`config.mk`:
```
export PLATFORM = sky130hd
export DESIGN_NAME = uart_tx_fifo
export DESIGN_NICKNAME = d
export VERILOG_FILES = /design/src/rtl/uart_tx_fifo.sv
export SDC_FILE = /design/constraint.sdc
export NUM_CORES = 1
export LEC_CHECK = 0
export ABC_AREA = 0
export CELL_PAD_IN_SITES_DETAIL_PLACEMENT = 0
export CELL_PAD_IN_SITES_GLOBAL_PLACEMENT = 1
export CORE_MARGIN = 2
export CORE_UTILIZATION = 55
export DETAILED_ROUTE_END_ITERATION = 10
export HOLD_SLACK_MARGIN = 0.15
export PLACE_DENSITY = 0.89
export SLEW_MARGIN = 40
export SYNTH_ARGS = -nofsm -noshare
export SYNTH_HDL_FRONTEND = slang
export SYNTH_SLANG_ARGS = --single-unit
```
`constraint.sdc`:
```
create_clock -name clk -period 5.3 [get_ports clk]
set_input_delay 1.325 -clock clk [delete_from_list [all_inputs] [get_ports clk]]
set_output_delay 1.325 -clock clk [all_outputs]
set_load 0.03 [all_outputs]
```
`src/rtl/uart_tx_fifo.sv`:
```
// uart_tx_fifo: UART transmitter with a TX FIFO in front of it.
//
// - Write side: valid/ready. A word is accepted on a clk edge where
//   s_valid && s_ready, and s_ready is simply !fifo_full. The writer may hold
//   s_valid high while s_ready is low; the word is taken on the first edge
//   where both are high. Writes that arrive while the FIFO is full are
//   ignored, so nothing is overwritten.
// - Line side: every bit lasts exactly one baud_tick interval. The FSM only
//   moves, and tx only changes, on clk edges where baud_tick is high.
// - Frame format is captured per frame at the pop. The captured fields are
//   data length (5..DATA_W), parity mode and stop-bit count.
// - Optional break generation is compiled in with `define UART_TX_BREAK_EN.
//   This adds the break_req input and a BREAK state.
// - state_dbg exposes the FSM state so checkers can bind to it.

module uart_tx_fifo #(
  parameter int DATA_W     = 8,
  parameter int FIFO_DEPTH = 16,
  parameter int CNT_W      = $clog2(FIFO_DEPTH) + 1
) (
  input  logic              clk,
  input  logic              reset_n,
  input  logic              baud_tick,
  input  logic              s_valid,
  output logic              s_ready,
  input  logic [DATA_W-1:0] s_data,
  input  logic [3:0]        cfg_data_bits,
  input  logic [2:0]        cfg_parity,
  input  logic              cfg_stop2,
`ifdef UART_TX_BREAK_EN
  input  logic              break_req,
`endif
  output logic              tx,
  output logic              tx_busy,
  output logic [CNT_W-1:0]  fifo_count,
  output logic              fifo_full,
  output logic              fifo_empty,
  output logic [2:0]        state_dbg
);

  localparam int AW = (FIFO_DEPTH > 1) ? $clog2(FIFO_DEPTH) : 1;

  // Each state names the bit currently being driven on tx.
  typedef enum logic [2:0] {
    IDLE   = 3'd0,
    START  = 3'd1,
    DATA   = 3'd2,
    PARITY = 3'd3,
    STOP1  = 3'd4,
    STOP2  = 3'd5
`ifdef UART_TX_BREAK_EN
    ,
    BREAK  = 3'd6
`endif
  } state_t;

  // ---------------------------------------------------------------------
  // FIFO storage and bookkeeping
  // ---------------------------------------------------------------------
  logic [DATA_W-1:0] mem [FIFO_DEPTH];
  logic [AW-1:0]     wr_ptr;
  logic [AW-1:0]     rd_ptr;
  logic [CNT_W-1:0]  count_q;
  logic              push;
  logic              pop;
  logic [DATA_W-1:0] head;

  assign fifo_count = count_q;
  assign fifo_full  = (count_q == CNT_W'(FIFO_DEPTH));
  assign fifo_empty = (count_q == '0);
  assign s_ready    = !fifo_full;
  assign push       = s_valid && s_ready;
  assign head       = mem[rd_ptr];

  // Storage array. It has no reset because the count and pointers alone
  // decide which entries are valid.
  always_ff @(posedge clk) begin
    if (push) begin
      mem[wr_ptr] <= s_data;
    end
  end

  // Pointers wrap naturally because FIFO_DEPTH is a power of two.
  // When a push and a pop happen together, the count does not change.
  always_ff @(posedge clk or negedge reset_n) begin
    if (!reset_n) begin
      wr_ptr  <= '0;
      rd_ptr  <= '0;
      count_q <= '0;
    end else begin
      if (push) begin
        wr_ptr <= wr_ptr + AW'(1);
      end
      if (pop) begin
        rd_ptr <= rd_ptr + AW'(1);
      end
      case ({push, pop})
        2'b10:   count_q <= count_q + CNT_W'(1);
        2'b01:   count_q <= count_q - CNT_W'(1);
        default: count_q <= count_q;
      endcase
    end
  end

  // ---------------------------------------------------------------------
  // Break request (constant low when the feature is not built)
  // ---------------------------------------------------------------------
  logic brk;
`ifdef UART_TX_BREAK_EN
  assign brk = break_req;
`else
  assign brk = 1'b0;
`endif

  // ---------------------------------------------------------------------
  // Frame format decode, applied to the head word at the moment it is popped
  // ---------------------------------------------------------------------
  logic [3:0] eff_bits;
  logic       par_xor;
  logic       par_en_w;
  logic       par_bit_w;

  // A data length outside 5..DATA_W falls back to the full DATA_W.
  always_comb begin
    eff_bits = 4'(DATA_W);
    if ((cfg_data_bits >= 4'd5) && (cfg_data_bits <= 4'(DATA_W))) begin
      eff_bits = cfg_data_bits;
    end
  end

  // Parity is computed over the eff_bits LSBs only.
  // Codes 101..111 behave as "no parity".
  always_comb begin
    par_xor   = 1'b0;
    par_en_w  = 1'b0;
    par_bit_w = 1'b0;
    for (int i = 0; i < DATA_W; i++) begin
      if (i < int'(eff_bits)) begin
        par_xor = par_xor ^ head[i];
      end
    end
    case (cfg_parity)
      3'b001:  begin par_en_w = 1'b1; par_bit_w = par_xor;  end
      3'b010:  begin par_en_w = 1'b1; par_bit_w = ~par_xor; end
      3'b011:  begin par_en_w = 1'b1; par_bit_w = 1'b1;     end
      3'b100:  begin par_en_w = 1'b1; par_bit_w = 1'b0;     end
      default: begin par_en_w = 1'b0; par_bit_w = 1'b0;     end
    endcase
  end

  // ---------------------------------------------------------------------
  // Transmit FSM
  // ---------------------------------------------------------------------
  state_t            state;
  logic [DATA_W-1:0] shreg;
  logic [3:0]        idx;
  logic [3:0]        nbits;
  logic              par_en;
  logic              par_bit;
  logic              stop2_q;
  logic              frame_end;
  logic              load_slot;

  assign state_dbg = state;

  // frame_end marks the last stop bit of a frame, or the mark-after-break.
  // load_slot is a tick on which the FSM may begin something new: a fresh
  // frame, a break, or going idle.
  assign frame_end = ((state == STOP1) && !stop2_q) || (state == STOP2);
  assign load_slot = baud_tick && ((state == IDLE) || frame_end);

  // A word is popped only where the FSM loads a new frame from it.
  // A pending break takes priority over the pop.
  assign pop = load_slot && !brk && !fifo_empty;

  // The frame sequencer. It keeps tx and tx_busy registered and changes
  // them only on baud ticks.
  always_ff @(posedge clk or negedge reset_n) begin
    if (!reset_n) begin
      state   <= IDLE;
      tx      <= 1'b1;
      tx_busy <= 1'b0;
      shreg   <= '0;
      idx     <= '0;
      nbits   <= 4'(DATA_W);
      par_en  <= 1'b0;
      par_bit <= 1'b0;
      stop2_q <= 1'b0;
    end else if (baud_tick) begin
      if (load_slot) begin
        if (brk) begin
`ifdef UART_TX_BREAK_EN
          tx      <= 1'b0;
          tx_busy <= 1'b1;
          state   <= BREAK;
`endif
        end else if (!fifo_empty) begin
          // Capture the word and its format together; later config changes
          // do not reach this frame.
          tx      <= 1'b0;
          tx_busy <= 1'b1;
          state   <= START;
          shreg   <= head;
          nbits   <= eff_bits;
          par_en  <= par_en_w;
          par_bit <= par_bit_w;
          stop2_q <= cfg_stop2;
        end else begin
          tx      <= 1'b1;
          tx_busy <= 1'b0;
          state   <= IDLE;
        end
      end else begin
        case (state)
          START: begin
            tx    <= shreg[0];
            shreg <= shreg >> 1;
            idx   <= 4'd1;
            state <= DATA;
          end
          DATA: begin
            if (idx < nbits) begin
              tx    <= shreg[0];
              shreg <= shreg >> 1;
              idx   <= idx + 4'd1;
            end else if (par_en) begin
              tx    <= par_bit;
              state <= PARITY;
            end else begin
              tx    <= 1'b1;
              state <= STOP1;
            end
          end
          PARITY: begin
            tx    <= 1'b1;
            state <= STOP1;
          end
          STOP1: begin
            // This is reached only with two stop bits; single-stop frames
            // end through load_slot.
            tx    <= 1'b1;
            state <= STOP2;
          end
`ifdef UART_TX_BREAK_EN
          BREAK: begin
            // Hold the line low until break_req drops, then send a single
            // stop bit as the mark-after-break.
            if (!brk) begin
              tx      <= 1'b1;
              stop2_q <= 1'b0;
              state   <= STOP1;
            end
          end
`endif
          default: begin
            tx      <= 1'b1;
            tx_busy <= 1'b0;
            state   <= IDLE;
          end
        endcase
      end
    end
  end

endmodule

```
After elaboration in Yosys (flattened, before gate mapping)
Memory sizes are Yosys's and may differ from the RTL's.
Index checks and enable logic that the tools add are counted.
- add/subtract/negate cells: 5
- magnitude comparators: 11
- equal/unequal tests: 17
- mux-type cells: 33
- bitwise operators: 10
- reductions and logical operators: 22
- operators with widths (cell ; count):
    8-bit 2-to-1 mux ; 3
    1-bit 2-to-1 mux ; 19
    3-bit by 4-bit less-than comparator with 1-bit output, first input constant ; 4
    8-bit case mux with 2 select lines ; 1
    4-bit by 1-bit adder with 4-bit output, second input constant ; 3
    3-bit by 2-bit == test with 1-bit output, second input constant ; 4
    3-bit case mux with 4 select lines ; 1
    5-bit case mux with 2 select lines ; 1
    3-bit == test, second input constant ; 3
    3-bit 2-to-1 mux ; 3
    1-bit by 4-bit less-than comparator with 1-bit output, first input constant ; 2
    2-bit by 4-bit less-than comparator with 1-bit output, first input constant ; 2
    4-bit 2-to-1 mux ; 2
    4-bit case mux with 2 select lines ; 1
    4-bit AND reduction ; 2
    4-bit OR reduction ; 2
    1-bit XOR ; 7
    3-bit by 1-bit == test with 1-bit output, second input constant ; 2
    3-bit != test, second input constant ; 2
    5-bit by 1-bit adder with 5-bit output, second input constant ; 1
    5-bit == test, second input constant ; 1
    1-bit logical AND ; 5
    5-bit logical NOT ; 1
    5-bit by 1-bit subtractor with 5-bit output, second input constant ; 1
    other kinds (17) ; 25
- flip-flop bits (word level): 37
- RAM bits: 128
- input bits: 20
- output and inout bits: 13
- word-level logic and storage cells: 111
- memories: 1
- memories (name ; depth ; bits a word ; read ports ; clocked after memory_dff ; wr ports ; line ; RTL):
    mem ; 16 ; 8 ; 1 ; 0 ; 1 ; 60 ; logic [DATA_W-1:0] mem [FIFO_DEPTH];

Longest topological paths before layout
Gate-level depths: netlist (run 1).
- depth in word-level cells: 21
- depth in mapped cells: 15
- depth with buffers taken out: 14

Worst setup path after synthesis (run 1)
Ideal clock, no wire load.
- path type: input port to flip-flop
- start point: in baud_tick
- end point: reg count_q[4] (netlist: fifo_count[4])
- library setup time: 0.137 ns
- data arrival time: 3.670 ns
- data required time: 5.163 ns
- slack: 1.494 ns
- cell stages on the path: 14
- buffers on the path: 2
- cell sequence: clkbuf_1 > nand4b_1 > or2_2 > clkbuf_1 > clkinv_1 > ha_1 > inv_1 > fa_1 > inv_1 > a21o_1 > a21oi_1 > xnor2_1 > nor2_1 > xor2_1
- cells in the longest elaborated chain, start to end: 4
- elaborated cells on any way between the ends: 6
- classes of those cells: eq/ne: 2; mux: 1; reduce/logical: 3
- RTL lines (element ; line ; RTL):
    start, declared ; 23 ; input logic baud_tick,
    1-bit logical AND (*) ; 170 ; assign load_slot = baud_tick && ((state == IDLE) || frame_end);
    1-bit logical AND (*) ; 174 ; assign pop = load_slot && !brk && !fifo_empty;
    via pop ; 65 ; logic pop;
    2-bit by 1-bit == test with 1-bit output or 2-bit == test (tied branches) ; 97 ; case ({push, pop})
    5-bit case mux with 2 select lines or 2-bit nonzero test (tied branches) ; - ;
    end signal, assigned ; 98 ; 2'b10: count_q <= count_q + CNT_W'(1);
    end signal, assigned ; 99 ; 2'b01: count_q <= count_q - CNT_W'(1);
    end signal, assigned ; 100 ; default: count_q <= count_q;
    end, declared ; 63 ; logic [CNT_W-1:0] count_q;
The timed path passes the listed nets; every way through them passes the cells marked *.
A chain may end at the register's enable or synchronous reset.

Worst setup path in the final report (run 1)
Ends and elaborated chain as after synthesis.

==> results.ini, run 1 <==
[run_status]
outcome=complete, no violations

[placed_design]
dpl.cell_count=665
finalWeightedCongestion=0.7932
place_hpwl_mm=9.128
io_buffers=32

[route]
ant_nets=0
viasPerCell=5.829
routed_wire_length_per_instance_um=20.55
postRouteWirelength_mm=14.32
route.vias.total=4063
detail_route.iter0.violations=321
drc=0
dr.pass1.iters=7

[finish]
layout.filler_cells=916
multiInputGateArea_sq_um=2226
n_antenna_cell=0
layout.cells.most_common=edfxtp_1
register_area_sq_um=4776
finalNetCount=546
layout.cells.most_common_list=edfxtp_1 (128), nand2_1 (51), dfrtp_1 (34), clkdlybuf4s50_1 (31), mux2i_1 (30)
drive_gt1_share_pct=16.57
synthToLayoutAreaGrowth_pct=14.50
final-instance-count-excl-fill=697

[pwr]
portion_of_total_power_attributed_to_combinational_logic_pct=37.1
power_per_cell_area_nw_per_um2=587.6
switchingPower_uw=1743
power_leakage_uw=0.003036
power.switching_fraction_pct=36.04
share_clk_of_total_power_pct=24.5
internal_power_uw=3093
ir_worst_vdd_mv=0.4659
sequentialPowerShare_pct=38.4

[synthesis]
ys_seq_area_share_pct=66.41
synth.distinct_cells=53
synth_seq_cells=165
synth.cell_area_sq_um=7186
syn_inst=474
avgSynthCellArea_sq_um=15.16
postSynthNetCount=508
synth_warnings=0

[grt]
grt-ovfl-total=0
grt_pass1_wl_mm=22.94
pin_count_of_the_biggest_net_entering_global_routing=38
overall_fraction_of_global_route_tracks_in_use_pct=21.91
grt_pass1_vias=4144
antenna_found_initial=0

[sta]
final.min_clock_period_ps=4040
final_sum_of_negative_setup_slack_ps=0
rsz0062_at_grt=false
worstMarginPinSlew_ps=835.2
finalSetupViolCount=0
max_slew_violations=0
max_clock_freq_ghz=0.2475
finalClockSkew_ps=7.742
timing.final.crit_share_pct=76.22
timing.final.hold_violations=0
max-slew-margin-rel_pct=44.11

[worst_setup_path]
critPathArrivalTime_ps=4380
worstSetupEndpointType=flop
timing_worst_setup_path_type=input pin to flop
worst-endpoint-required_ps=5640
highest_net_fanout_along_the_worst_path=19
start_kind=input pin
rrSetupSlack_ps=2070

[clock_tree]
clock-sinks=165
clk_pin_slew_ps=60
cts_setup_buffers=0
cts_resized=0
clock_tree.buffer_depth=2
worstSkewPairLatency_ps=430
tritoncts_clock_tree=yes
tritoncts.num_buffers=17
post_cts_hold_buffer_count=0
cts_max_level=4
cts_root_buf=clkbuf_16

[flow_run]
cap_violations=0

[floorplanning]
rows=41
initial_core_util_pct=56.71
die-height_um=118.3
floorplan.die.width_um=118.3
dieArea_sq_um=13990
core_area_sq_um=12670
design.portCount=33

[hold_path]
worstHoldPathType=flop to flop

==> final timing paths <==
check	from	end	cells past startpoint
min	nbits[0]$_DFFE_PN0P_	nbits[0]$_DFFE_PN0P_	2
max	baud_tick	fifo_count[4]$_DFFE_PN0P_	14
max in group asynchronous	reset_n	rd_ptr[0]$_DFFE_PN0P_	1
min reg2reg	nbits[0]$_DFFE_PN0P_	nbits[0]$_DFFE_PN0P_	2
max reg2reg	state_dbg[2]$_DFFE_PN0P_	fifo_count[4]$_DFFE_PN0P_	15
min in group asynchronous	reset_n	idx[0]$_DFFE_PN0P_	1
==> worst max-delay path, stage by stage <==
cell             delay [ps]
clkdlybuf4s50_1         640
nand4b_1                150
buf_4                   220
or2_2                   420
clkinv_1                200
ha_1                    260
inv_1                   100
fa_1                    400
inv_1                    70
a21o_1                  100
a21oi_1                  70
xnor2_1                 130
nor2_1                  110
xor2_1                  160
==> kinds of logic after synthesis <==
logic type / after synthesis / synth area share [%]
adders and majority gates: 14 / 2.542
and+or+nand+nor: 104 / 6.495
buffers and inverters: 38 / 2.977
DFF: 165 / 66.41
muxes: 52 / 10.76
AOI/OAI and AO/OA: 81 / 8.184
xor gates and xnor gates: 20 / 2.629
==> sequential cells by signal (all words and copies together), names as in the netlist <==
register,flops
mem,128
state_dbg,3
fifo_count,5
stop2_q,1
par_bit,1
shreg,8
tx,1
nbits,4
rd_ptr,4
wr_ptr,4
idx,4
par_en,1
tx_busy,1
==> Yosys cell counts (all sizes together) <==
cell      n  area share [%]
mux2i    30             4.2
or3       1           0.087
nand4     2            0.17
o21a      1            0.10
nand2    51             2.7
fa        1            0.28
nor2b     4            0.35
a32o      2            0.28
nand3     6            0.42
nor3      5            0.35
and2      2            0.17
and2b     2            0.26
a21boi    1            0.10
o22ai     1           0.087
or2       1           0.087
clkbuf   10            0.80
edfxtp  128              53
o21ai    29             2.1
nor2     21             1.1
a21o      5            0.52
a221oi   12             2.3
buf      11             1.3
o211ai    2            0.21
dfstp     2            0.73
a221o     2            0.28
xnor2    13             1.6
mux4     18             6.0
inv      16            0.84
xnor3     1            0.31
nor4      1           0.087
a21oi    18             1.3
a22oi     6            0.63
ha       13             2.3
mux2      4            0.63
o21bai    1            0.10
clkinv    1           0.052
xor2      6            0.73
nand2b    6            0.52
nand3b    1            0.10
nand4b    1            0.12
a311oi    1            0.21
dfrtp    35              12
==> power groups by stage <==
stage                     registers, uW  logic (uW)  clock network (uW)
final                              1860        1790                1180
after global routing               1890        1950                1250
after CTS                          1860        1780                1200
after detailed placement           1880        1750                   0
after global placement             1870        1720                   0
after floorplan                    1820        1390                   0
==> per-stage QoR <==
step | hold WS (ps) | worst slack, ps | utilization, % | cell area [sq um] | power, uW
floorplan | 439.8 | 1494 | - | 7186 | 3210
global placement | 466.7 | 981.9 | 60.20 | 7627 | 3587
CTS | 474.4 | 1285 | 64.74 | 8203 | 4842
finish | 472.7 | 1260 | 64.94 | 8228 | 4835
global route | 512.4 | 1033 | 64.94 | 8228 | 5096
detailed placement | 460.4 | 845.0 | 60.24 | 7634 | 3633
==> layout make-up <==
class,instances,share of cell area (%)
Timing Repair Buffer,40,4.592
Clock buffer,17,5.170
Tap cell,172,2.616
Inverter,17,0.7755
Sequential cell,165,58.04
Multi-Input combinational cell,271,27.05
Clock inverter,15,1.749
==> metal layers <==
metal | share of wire, % | vias up | GRT usage (%) | routed length [um]
met5 | 0 | - | 0 | 0
met4 | 2.2 | 0 | 8.735 | 311
met3 | 4.2 | 29 | 3.909 | 605
met2 | 51 | 128 | 36.92 | 7257
met1 | 43 | 2030 | 28.31 | 6149
li1 | - | 1876 | - | -
(Power assumes the default switching activity.)
==> run 2: changes to the inputs <==
CORE_UTILIZATION = 46   (was 55)
PLACE_DENSITY = 0.79   (was 0.89)
clock period = 3.6 ns   (was 5.3 ns; I/O delays follow)
==> run 2 against run 1 <==
First-iteration DRC count increased by 12%; hold slack got worse by 41 ps; routed wire length increased by 0.20%; count of clock-buffer cells in the layout unchanged; clock power increased by 53%; sequential cell count unchanged; design area increased by 2.5%; setup slack got worse by 800 ps; core utilization decreased by 9.7 points; combinational power increased by 58%; final cell count increased by 8.6%; non-clock buffer count increased by 21.
==> results.ini, run 2 (synthesis results as in run 1) <==
[run_status]
outcome=complete, no violations

[sta]
max_clock_freq_ghz=0.3190
rsz0062_at_grt=false
hold-worst-slack_ps=431.2
finalClockSkew_ps=14.62
finalSetupViolCount=0
timing.final.hold_violations=0
final_sum_of_negative_setup_slack_ps=0
worstMarginPinSlew_ps=682.1
max_slew_violations=0
final.min_clock_period_ps=3135
timing.final.crit_share_pct=87.07
max-slew-margin-rel_pct=53.22

[floorplanning]
die-height_um=129.0
design.portCount=33
dieArea_sq_um=16640
initial_core_util_pct=47.09
core_area_sq_um=15260
floorplan.die.width_um=129.0
rows=45

[worst_setup_path]
critPathArrivalTime_ps=2230
highest_net_fanout_along_the_worst_path=5
critPathTopFamily=buffers and inverters
start_kind=flop
crit_buf_inv=1
worst-endpoint-required_ps=2700
timing_worst_setup_path_type=flop to output port
crit_slowest_cell=clkdlybuf4s50_1
worstSetupEndpointType=output port
cp_cell_sequence=nor4_1 -> nor2b_1 -> clkdlybuf4s50_1
worst_path_largest_cell_delay_ps=730

[finish]
final_core_utilization_pct=55.29
finalNetCount=567
regMostFlops=mem
layout.cells.most_common_list=edfxtp_1 (128), nand2_1 (51), dfrtp_1 (34), clkdlybuf4s50_1 (31)
drive_gt1_share_pct=17.95
largest_register_ffs=128
synthToLayoutAreaGrowth_pct=17.40
n_antenna_cell=0
layout.cells.most_common=edfxtp_1

[pwr]
power.switching_fraction_pct=36.74
ir_worst_vdd_mv=0.4221
power_per_cell_area_nw_per_um2=859.7
share_clk_of_total_power_pct=24.8
switchingPower_uw=2664
portion_of_total_power_attributed_to_combinational_logic_pct=38.9
power_leakage_uw=0.003159
internal_power_uw=4588
sequentialPowerShare_pct=36.3

[route]
postRouteWirelength_mm=14.35
routed_wire_length_per_instance_um=18.96
drc=0
dr.pass1.iters=4
detail_route.iter0.violations=360
viasPerCell=5.375
route.vias.total=4069
ant_nets=0

[grt]
overall_fraction_of_global_route_tracks_in_use_pct=18.86
grt_pass1_wl_mm=23.03
antenna_found_initial=0
grt_pass1_vias=4171
pin_count_of_the_biggest_net_entering_global_routing=38
grt-ovfl-total=0

[clock_tree]
worstSkewPairLatency_ps=430
clock-sinks=165
post_cts_hold_buffer_count=0
cts_max_level=4
clk_pin_slew_ps=70
cts_root_buf=clkbuf_16
tritoncts.num_buffers=17
cts_setup_buffers=0
clock_tree.buffer_depth=2
cts_resized=0
tritoncts_clock_tree=yes

[placed_design]
io_buffers=32
finalWeightedCongestion=0.8246
place_hpwl_mm=9.784

[flow_run]
cap_violations=0

[hold_path]
worstHoldPathType=input pin to async pin

-- run 2: cell count changes in the layout (fill, tap and decap cells not counted), sizes merged --
cell      change
inv           +1
clkinv        +1
bufinv        -1
clkinvlp      -1
buf          +21
-- run 2: worst register-to-register path: cells and delay by family (launching register included) --
kind                      cells  cell delay, ps
xor gates and xnor gates      1             480
DFF                           1             620
muxes                         4            1310
AOI/OAI and AO/OA             3             440
and+or+nand+nor               1             100
-- run 2: cell type report --
type,instances,area [sq um]
clock buffer,17,425.4
fill,1208,6823
timing repair buffer,61,535.5
tap,211,264.0
sequential,165,4773
multi-input combinational,271,2202
clock inverter,15,171.4
inverter,17,63.81
-- run 2: worst paths after layout --
kind                                           startpoint  cells after the start                   end  slack [ps]
worst max-delay path            fifo_count[1]$_DFFE_PN0P_                      3            fifo_empty         470
worst min-delay path                              reset_n                      1    idx[1]$_DFFE_PN0P_         430
worst max register to register      rd_ptr[0]$_DFFE_PN0P_                      9   par_bit$_DFFE_PN0P_         530
worst min register to register       nbits[0]$_DFFE_PN0P_                      2  nbits[0]$_DFFE_PN0P_         470
max in group asynchronous                         reset_n                      1        tx$_DFFE_PN1P_        2790
min in group clk                     nbits[0]$_DFFE_PN0P_                      2  nbits[0]$_DFFE_PN0P_         470
-- run 2: per-layer routing --
| layer | global-route usage [%] | routed length (um) |
|---|---|---|
| met4 | 5.818 | 136 |
| met3 | 4.615 | 638 |
| met2 | 31.62 | 7222 |
| met5 | 0 | 0 |
| met1 | 24.49 | 6354 |
-- run 2: stage by stage --
step	area (sq um)	worst slack, ps	total power (uW)	cells
floorplan	7186	218.7	4725	474
global placement	7834	279.0	5415	725
detailed placement	7839	180.4	5485	725
CTS	8436	430.3	7287	757
global route	8436	326.8	7648	757
finish	8436	465.3	7252	757
-- run 2: power groups by stage --
stage | Clock [uW] | Combinational (uW) | Sequential [uW]
2_1_floorplan | 0 | 2050 | 2680
3_3_place_gp | 0 | 2750 | 2660
3_5_place_dp | 0 | 2810 | 2670
4_1_cts | 1820 | 2830 | 2640
5_1_grt | 1900 | 3070 | 2670
6_report | 1800 | 2820 | 2630
